**src/rtl/alu_pkg.sv**
```systemverilog
`default_nettype none
// ============================================================================
// Module   : alu_pkg
// Brief    : Shared ALU encodings: FSM states, Booth step ops, counter sizing.
// Revision : 1.0 - initial release
// ============================================================================
package alu_pkg;

    localparam logic [1:0] ST_IDLE = 2'd0;
    localparam logic [1:0] ST_RUN  = 2'd1;
    localparam logic [1:0] ST_DONE = 2'd2;

    typedef enum logic [1:0] {
        S_IDLE = ST_IDLE,
        S_RUN  = ST_RUN,
        S_DONE = ST_DONE
    } state_t;

    typedef enum logic [1:0] {
        OP_NOP = 2'd0,
        OP_ADD = 2'd1,
        OP_SUB = 2'd2
    } booth_op_t;

    // Counter must hold the value N itself, hence N+1 distinct codes.
    function automatic int cnt_width(input int n);
        return $clog2(n + 1);
    endfunction

endpackage
`default_nettype wire

```
**src/rtl/twos_addsub_nbit.sv**
```systemverilog
`default_nettype none
// ============================================================================
// Module   : twos_addsub_nbit
// Brief    : Combinational W-bit ripple-carry adder/subtractor (S = X +/- Y).
// Revision : 1.0 - initial release
// ============================================================================
module twos_addsub_nbit #(
    parameter int W = 33
) (
    input  logic [W-1:0] X,
    input  logic [W-1:0] Y,
    input  logic         sub,
    output logic [W-1:0] S
);

    logic [W-1:0] w_y;
    logic [W-1:0] w_c;

    // Subtraction is X + ~Y + 1, the +1 entering as carry-in.
    assign w_y    = Y ^ {W{sub}};
    assign w_c[0] = sub;

    for (genvar i = 0; i < W; i++) begin : g_bit
        assign S[i] = X[i] ^ w_y[i] ^ w_c[i];
        if (i < W - 1) begin : g_carry
            assign w_c[i+1] = (X[i] & w_y[i]) | (w_c[i] & (X[i] ^ w_y[i]));
        end
    end

endmodule
`default_nettype wire

```
**src/rtl/booth_mult_seq.sv**
```systemverilog
`default_nettype none
// ============================================================================
// Module   : booth_mult_seq
// Brief    : Sequential signed NxN radix-2 Booth multiplier, one step per clock.
// Revision : 1.0 - initial release
// ============================================================================
module booth_mult_seq
    import alu_pkg::*;
#(
    parameter int N = 32
) (
    input  logic           clk,
    input  logic           rst,
    input  logic           start,
    input  logic [N-1:0]   A,
    input  logic [N-1:0]   B,
    output logic           busy,
    output logic           done,
    output logic [2*N-1:0] P
);

    localparam int CW = cnt_width(N);

    state_t         r_state_q, w_state_d;
    logic [N:0]     r_acc_q,   w_acc_d;
    logic [N:0]     r_m_q,     w_m_d;
    logic [N-1:0]   r_q_q,     w_q_d;
    logic           r_q1_q,    w_q1_d;
    logic [CW-1:0]  r_cnt_q,   w_cnt_d;
    logic [2*N-1:0] r_p_q,     w_p_d;

    booth_op_t      w_op;
    logic [N:0]     w_sum;
    logic [N:0]     w_upd;

    always_comb begin
        w_op = OP_NOP;
        case ({r_q_q[0], r_q1_q})
            2'b01:   w_op = OP_ADD;
            2'b10:   w_op = OP_SUB;
            default: w_op = OP_NOP;
        endcase
    end

    twos_addsub_nbit #(.W(N + 1)) u_addsub (
        .X   (r_acc_q),
        .Y   (r_m_q),
        .sub (w_op == OP_SUB),
        .S   (w_sum)
    );

    assign w_upd = (w_op == OP_NOP) ? r_acc_q : w_sum;

    always_comb begin
        w_state_d = r_state_q;
        w_acc_d   = r_acc_q;
        w_m_d     = r_m_q;
        w_q_d     = r_q_q;
        w_q1_d    = r_q1_q;
        w_cnt_d   = r_cnt_q;
        w_p_d     = r_p_q;
        busy      = (r_state_q == S_RUN);
        done      = (r_state_q == S_DONE);

        case (r_state_q)
            S_IDLE, S_DONE: begin
                if (start) begin
                    w_state_d = S_RUN;
                    w_m_d     = {A[N-1], A};
                    w_acc_d   = '0;
                    w_q_d     = B;
                    w_q1_d    = 1'b0;
                    w_cnt_d   = CW'(N);
                end else begin
                    w_state_d = S_IDLE;
                end
            end
            S_RUN: begin
                if (r_cnt_q == '0) begin
                    w_state_d = S_DONE;
                    w_p_d     = {r_acc_q[N-1:0], r_q_q};
                end else begin
                    // Arithmetic right shift of {Acc, Q, q_1} after the add/sub.
                    w_acc_d = {w_upd[N], w_upd[N:1]};
                    w_q_d   = {w_upd[0], r_q_q[N-1:1]};
                    w_q1_d  = r_q_q[0];
                    w_cnt_d = r_cnt_q - 1'b1;
                end
            end
            default: w_state_d = S_IDLE;
        endcase
    end

    always_ff @(posedge clk) begin
        if (rst) begin
            r_state_q <= S_IDLE;
            r_acc_q   <= '0;
            r_m_q     <= '0;
            r_q_q     <= '0;
            r_q1_q    <= 1'b0;
            r_cnt_q   <= '0;
            r_p_q     <= '0;
        end else begin
            r_state_q <= w_state_d;
            r_acc_q   <= w_acc_d;
            r_m_q     <= w_m_d;
            r_q_q     <= w_q_d;
            r_q1_q    <= w_q1_d;
            r_cnt_q   <= w_cnt_d;
            r_p_q     <= w_p_d;
        end
    end

    assign P = r_p_q;

endmodule
`default_nettype wire

```
**config.mk**
```make
export PLATFORM = sky130hd
export DESIGN_NAME = booth_mult_seq
export DESIGN_NICKNAME = d
export VERILOG_FILES = /design/src/rtl/alu_pkg.sv /design/src/rtl/twos_addsub_nbit.sv /design/src/rtl/booth_mult_seq.sv
export SDC_FILE = /design/constraint.sdc
export NUM_CORES = 1
export LEC_CHECK = 0
export ABC_CLOCK_PERIOD_IN_PS = 15900
export CORE_MARGIN = 5
export CORE_UTILIZATION = 53
export CTS_CLUSTER_DIAMETER = 120
export DETAILED_ROUTE_END_ITERATION = 8
export PLACE_DENSITY = 0.86
export SYNTH_ARGS = -nofsm -noshare
export SYNTH_HDL_FRONTEND = slang
export SYNTH_SLANG_ARGS = --single-unit
export TNS_END_PERCENT = 20
```
**constraint.sdc**
```tcl
create_clock -name clk -period 15.9 [get_ports clk]
set_input_delay 1.59 -clock clk [delete_from_list [all_inputs] [get_ports clk]]
set_output_delay 1.59 -clock clk [all_outputs]
set_load 0.02 [all_outputs]
```
==> impl_metrics.yaml, run 1 <==
status:
  status: "finished clean"
sta:
  final_hold_viol_count: 0
  fmax_mhz: 69.6
  tns_ps: 0
  tightestPinTransition_ps: 1190
  slew_violations: 0
  setup_slack_ps: 1530
  period_minus_slack_ps: 14370
  rsz0062_at_grt: "no"
  clock_skew_ps: 27.3
  relSlewSlack: 0.204
  setup_viol: 0
  post-route-period-util: 0.904
synthesis:
  ys_warn_count: 0
  syn_area_per_cell_um2: 8.20
  ys_ff_latch: 169
  ys_seq_area_frac: 0.446
  ys_types: 35
  synthCells: 925
  syn_nets: 1025
  netlist_area_mm2: 0.00759
clocking:
  h-tree-depth: 4
  clock_latency_ps: 430
  cts_resized: 0
  cts.sinks: 169
  cts_setup_buffers: 0
  clkTransAtPathRegs_ps: 70
  cts_buffers: 17
  hold_buffers: 0
  cts_tree: "built"
  clk_path_buf_depth: 2
  cts_root_buf: "clkbuf_16"
global_routing:
  grt_first_pass_wirelength_um: 29900
  antenna_found_initial: 0
  grt_overflow: 0
  first_global_vias: 6186
  grtUsageTotal: 0.220
  grt_max_degree: 114
hold_path:
  worstHoldStart: "P[36]"
  holdPathStages: 2
  holdPathEnd: "P[36]"
  hp-class: "reg2reg"
routing:
  drc: 0
  wl_um: 18000
  wl_per_cell_um: 14.9
  ant_nets: 0
  drtIter0Drc: 532
  via_count: 6522
  drt_first_pass_iters: 5
  viasPerCell: 5.41
critical_path:
  cp_slowest_stage_delay_ps: 470
  startpoint_type: "flop"
  cp_max_fo: 30
  timing.rr.start: "r_q_q[0]"
  timing.rr.end: "r_acc_q[30]"
  cp.required_ps: 16250
  r2r_setup_slack_ps: 1530
  crit_top_cell: "fa_1"
  crit_type: "reg2reg"
  reg2reg_depth: 36
  crit_family: "adder cells"
  end_kind: "flop"
  path_buf_inv: 1
  crit_slowest_cell: "fa_1"
  arrival_ps: 14730
die:
  dieArea_mm2: 0.0168
  core_area_mm2: 0.0139
  boundaryPins: 133
  die_h_um: 130
  chipWidth_um: 130
  start_util: 0.545
  rows: 43
pwr:
  intPower_uw: 770
  vdd_drop_max_mv: 0.0772
  pwr-share-seq: 0.445
  switching_share: 0.256
  p_per_area_mw_per_mm2: 109
  power.switching_uw: 264
  total_power_uw: 1030
  clkPwrFrac: 0.411
  comb_power_share: 0.144
  cellLeakagePower_uw: 0.00309
placement:
  hpwl_um: 11200
  gp_congestion: 0.850
  port_buffers: 132
  post-place-ws_ps: 1450
final_layout:
  drive_gt1_frac: 0.0770
  multi_input_area_mm2: 0.00375
  num_antenna_cells: 0
  fillers: 1075
  finalNetCount: 1113
  synthToLayoutAreaGrowth_pct: 25.0
  regArea_mm2: 0.00338
job:
  maxCapViolations: 0
## layout by cell type (no fill, tap or decap), drive strengths merged, types with 31 or more instances in the layout
cell type | netlist | routed
clkdlybuf4s50 | 0 | 131
a21oi | 134 | 134
o221a | 31 | 31
xnor2 | 31 | 31
fa | 31 | 31
nor2 | 64 | 64
dfxtp | 169 | 169
inv | 34 | 34
nand3 | 36 | 36
nand2 | 259 | 259
o21ai | 33 | 33
## cell usage after synthesis
master / n / area share
nand2_1: 259 / 0.13
dfxtp_1: 169 / 0.45
a21oi_1: 133 / 0.088
nor2_1: 64 / 0.032
clkbuf_1: 42 / 0.021
nand3_1: 36 / 0.024
inv_1: 34 / 0.017
o21ai_0: 32 / 0.021
fa_1: 31 / 0.082
o221a_2: 31 / 0.046
xnor2_1: 31 / 0.036
buf_2: 12 / 0.0079
buf_6: 9 / 0.013
buf_1: 7 / 0.0035
nand2b_1: 7 / 0.0058
nor3_1: 4 / 0.0026
nor2b_1: 3 / 0.0025
ha_1: 2 / 0.0033
mux2i_1: 2 / 0.0026
xor2_1: 2 / 0.0023
a211oi_1: 1 / 0.00099
a21boi_0: 1 / 0.00099
a21oi_2: 1 / 0.0012
a22oi_1: 1 / 0.00099
a31oi_1: 1 / 0.00082
buf_4: 1 / 0.00099
nand3b_1: 1 / 0.00099
nor3_4: 1 / 0.0021
nor4_1: 1 / 0.00082
nor4b_1: 1 / 0.0012
o211ai_1: 1 / 0.00099
o21a_1: 1 / 0.00099
o21ai_2: 1 / 0.0012
o32ai_1: 1 / 0.0012
or3_4: 1 / 0.0015
## worst max path at each step
stage / endpoint / slack, ps / start / cells after the start
after global routing: r_acc_q[30] / 990 / r_q_q[0] / 36
final: r_acc_q[30] / 1530 / r_q_q[0] / 36
after floorplan: r_acc_q[30] / 1570 / r_q_q[0] / 38
after detailed placement: r_acc_q[30] / 1450 / r_q_q[0] / 36
after CTS: r_acc_q[30] / 1430 / r_q_q[0] / 36
after global placement: r_acc_q[30] / 1790 / r_q_q[0] / 36
## registers in the layout, summed over array words and instances, names as in the netlist
| register | count |
|---|---|
| r_acc_q | 32 |
| r_m_q | 32 |
| P | 64 |
| r_q_q | 32 |
| r_cnt_q | 6 |
| r_state_q | 2 |
| r_q1_q | 1 |
## layer usage
metal  part of all wire  track usage  vias up
li1                   -            -     3199
met1               0.43        0.285     3102
met2               0.50        0.360      183
met3              0.048       0.0387       38
met4              0.030        0.100        0
met5                  0            0        -
## cell families after synthesis
group	share of synthesized area
compound gates	0.164
xor+xnor	0.0381
fa+ha+maj	0.0851
buf+inv	0.0633
flops	0.446
mux	0.00264
simple gates	0.201
## per-stage QoR
stage,cell area (um^2),util,hold WS (ps),instances
6_report,9490,0.681,453,1206
5_1_grt,9490,0.681,469,1206
4_1_cts,9490,0.681,454,1206
3_5_place_dp,8860,0.636,446,1174
3_3_place_gp,8860,0.636,442,1174
2_1_floorplan,7590,-,445,925
## power groups by stage
stage / logic [uW] / clock network (uW) / registers (uW)
3_3_place_gp: 144 / 0 / 468
3_5_place_dp: 148 / 0 / 469
5_1_grt: 165 / 450 / 463
2_1_floorplan: 102 / 0 / 469
6_report: 149 / 425 / 460
4_1_cts: 149 / 429 / 460
## worst min-delay path, delay by kind of cell (launching register included)
family | cells | cell delay (ps)
simple gates | 1 | 50
compound gates | 1 | 50
flops | 1 | 310
## area by class of cell
| class | instances | share of cell area |
|---|---|---|
| Multi-Input combinational cell | 651 | 0.395 |
| Inverter | 34 | 0.0135 |
| Clock inverter | 6 | 0.00870 |
| Clock buffer | 26 | 0.0568 |
| Timing Repair Buffer | 140 | 0.145 |
| Sequential cell | 169 | 0.357 |
| Tap cell | 180 | 0.0237 |
No activity file was read; power rests on OpenSTA's default activity.
==> run 2: changes to the inputs <==
CORE_UTILIZATION = 55   (was 53)
PLACE_DENSITY = 0.87   (was 0.86)
SYNTH_HIERARCHICAL = 1   (was default)
==> impl_metrics.yaml, run 2 <==
status:
  status: "finished clean"
pwr:
  total_power_uw: 1090
  p_per_area_mw_per_mm2: 104
  vdd_drop_max_mv: 0.0913
  cellLeakagePower_uw: 0.00385
synthesis:
  syn_nets: 1078
  synthTopCellsByCount: "169 x dfxtp_1, 99 x a21oi_1, 79 x clkbuf_1"
  synthCells: 977
  synthTopCellsByArea: "dfxtp_1 39%, fa_1 7.1%, a21oi_1 5.7%"
  synth.most_common_cell: "dfxtp_1"
  ys_seq_area_frac: 0.389
  ys_warn_count: 6
  ys_ff_latch: 169
  netlist_area_mm2: 0.00869
  synth_edf_count: 0
  yosysTopAreaCellShare: 0.389
  synth_ff_type: "dfxtp_1"
  ys_types: 44
  syn_area_per_cell_um2: 8.90
  synth_top_area_cell: "dfxtp_1"
  async_flop_share: 0
global_routing:
  grtUsageTotal: 0.241
  grt_overflow: 0
  grt_first_pass_wirelength_um: 36600
  grt_max_degree: 108
  antenna_found_initial: 0
  first_global_vias: 7314
clocking:
  hold_buffers: 0
  cts_tree: "built"
  cts_root_buf: "clkbuf_16"
  cts_setup_buffers: 0
  h-tree-depth: 4
  clkTransAtPathRegs_ps: 60
  cts_resized: 0
  clock_latency_ps: 430
  cts_buffers: 17
  clk_path_buf_depth: 2
  cts.sinks: 169
die:
  die_h_um: 136
  boundaryPins: 133
  core_area_mm2: 0.0157
  dieArea_mm2: 0.0184
  rows: 46
  chipWidth_um: 136
  start_util: 0.553
sta:
  tns_ps: 0
  tightestPinTransition_ps: 1150
  slew_violations: 0
  setup_viol: 0
  final_hold_viol_count: 0
  relSlewSlack: 0.237
  setup_slack_ps: 949
  rsz0062_at_grt: "no"
  clock_skew_ps: 9.00
  fmax_mhz: 66.9
  period_minus_slack_ps: 14950
  post-route-period-util: 0.940
final_layout:
  utilization: 0.666
  multi_input_area_mm2: 0.00457
  num_antenna_cells: 0
  synthToLayoutAreaGrowth_pct: 20.4
  final_area_mm2: 0.0105
  largest_register_ffs: 64
  final_common_cell: "dfxtp_1"
  regArea_mm2: 0.00338
  fillers: 1262
  finalNetCount: 1121
  final_cell_mix: "169 x dfxtp_1, 131 x clkdlybuf4s50_1, 99 x a21oi_1, 67 x nand2_1, 65 x inv_1"
  drive_gt1_frac: 0.0533
job:
  maxCapViolations: 0
critical_path:
  arrival_ps: 15320
  timing.rr.start: "r_q_q[0]"
  end_kind: "flop"
  startpoint_type: "flop"
  reg2reg_depth: 40
  cp-startpoint: "r_q_q[0]"
  cp.required_ps: 16270
  cp_max_fo: 4
  crit_type: "reg2reg"
  cp_slowest_stage_delay_ps: 450
  crit_slowest_cell: "fa_1"
  crit_top_cell: "fa_1"
hold_path:
  worstHoldStart: "P[63]"
  holdPathStages: 2
  hp-class: "reg2reg"
routing:
  wl_per_cell_um: 17.9
  via_count: 7712
  ant_nets: 0
  viasPerCell: 6.18
  drc: 0
  drt_first_pass_iters: 5
  drtIter0Drc: 594
  wl_um: 22300
placement:
  place_area_mm2: 0.00989
  gp_congestion: 0.796
  port_buffers: 132
  hpwl_um: 13000
  post-place-ws_ps: 968
[run 2: cell types whose count changed in the layout (fill, tap and decap cells not counted), moves of 34 or more]
cell and change:
a211oi_1 +61, a21oi_1 -34, nand4_1 +63, nand2_1 -192, o31ai_1 +63
[run 2: final timing paths]
| path | to | slack (ps) |
|---|---|---|
| hold / removal | P[63] | 470 |
| hold reg to reg | P[63] | 470 |
| setup reg to reg | r_acc_q[31] | 950 |
| setup / recovery | r_acc_q[31] | 950 |
[run 2: cell families (layout without fill, tap and decap cells)]
kind of cell / after synthesis / after routing / share of synthesized area
xor gates and xnor gates: 35 / 35 / 0.0361
DFF: 169 / 169 / 0.389
muxes: 36 / 36 / 0.0417
AOI/OAI and AO/OA: 329 / 329 / 0.261
buffers and inverters: 187 / 242 / 0.0904
and+or+nand+nor: 187 / 187 / 0.106
adders and majority gates: 34 / 34 / 0.0757
[run 2: per-stage QoR]
step	instances	hold WS (ps)
after global placement	1217	455
after detailed placement	1217	459
after floorplan	977	448
after global routing	1248	486
after CTS	1248	468
final	1248	468
[run 2: final cells by class]
type	instances	area share
multi-input cells	621	0.437
well taps	216	0.0258
clock inverters	6	0.00586
inverters	67	0.0240
repair buffers	144	0.135
flip-flops and latches	169	0.323
clock buffers	25	0.0493
[run 2: per-layer routing]
metal / track usage / vias to the layer above / wire (um)
met4: 0.0717 / 0 / 325
met5: 0 / - / 0
met1: 0.324 / 3736 / 9480
met2: 0.401 / 291 / 11100
li1: - / 3655 / -
met3: 0.0379 / 30 / 1390
[run 2: power by group]
part / switching (uW) / total, uW / internal (uW)
Sequential: 17.2 / 462 / 445
Combinational: 146 / 221 / 75.4
Clock: 166 / 405 / 240
[run 2: worst max-delay path, delay by kind of cell, from the launching register on]
family / cells / cell delay [ps]
buffers and inverters: 2 / 150
xor gates and xnor gates: 2 / 330
DFF: 1 / 370
and+or+nand+nor: 1 / 60
adders and majority gates: 32 / 13360
AOI/OAI and AO/OA: 2 / 510
muxes: 1 / 100
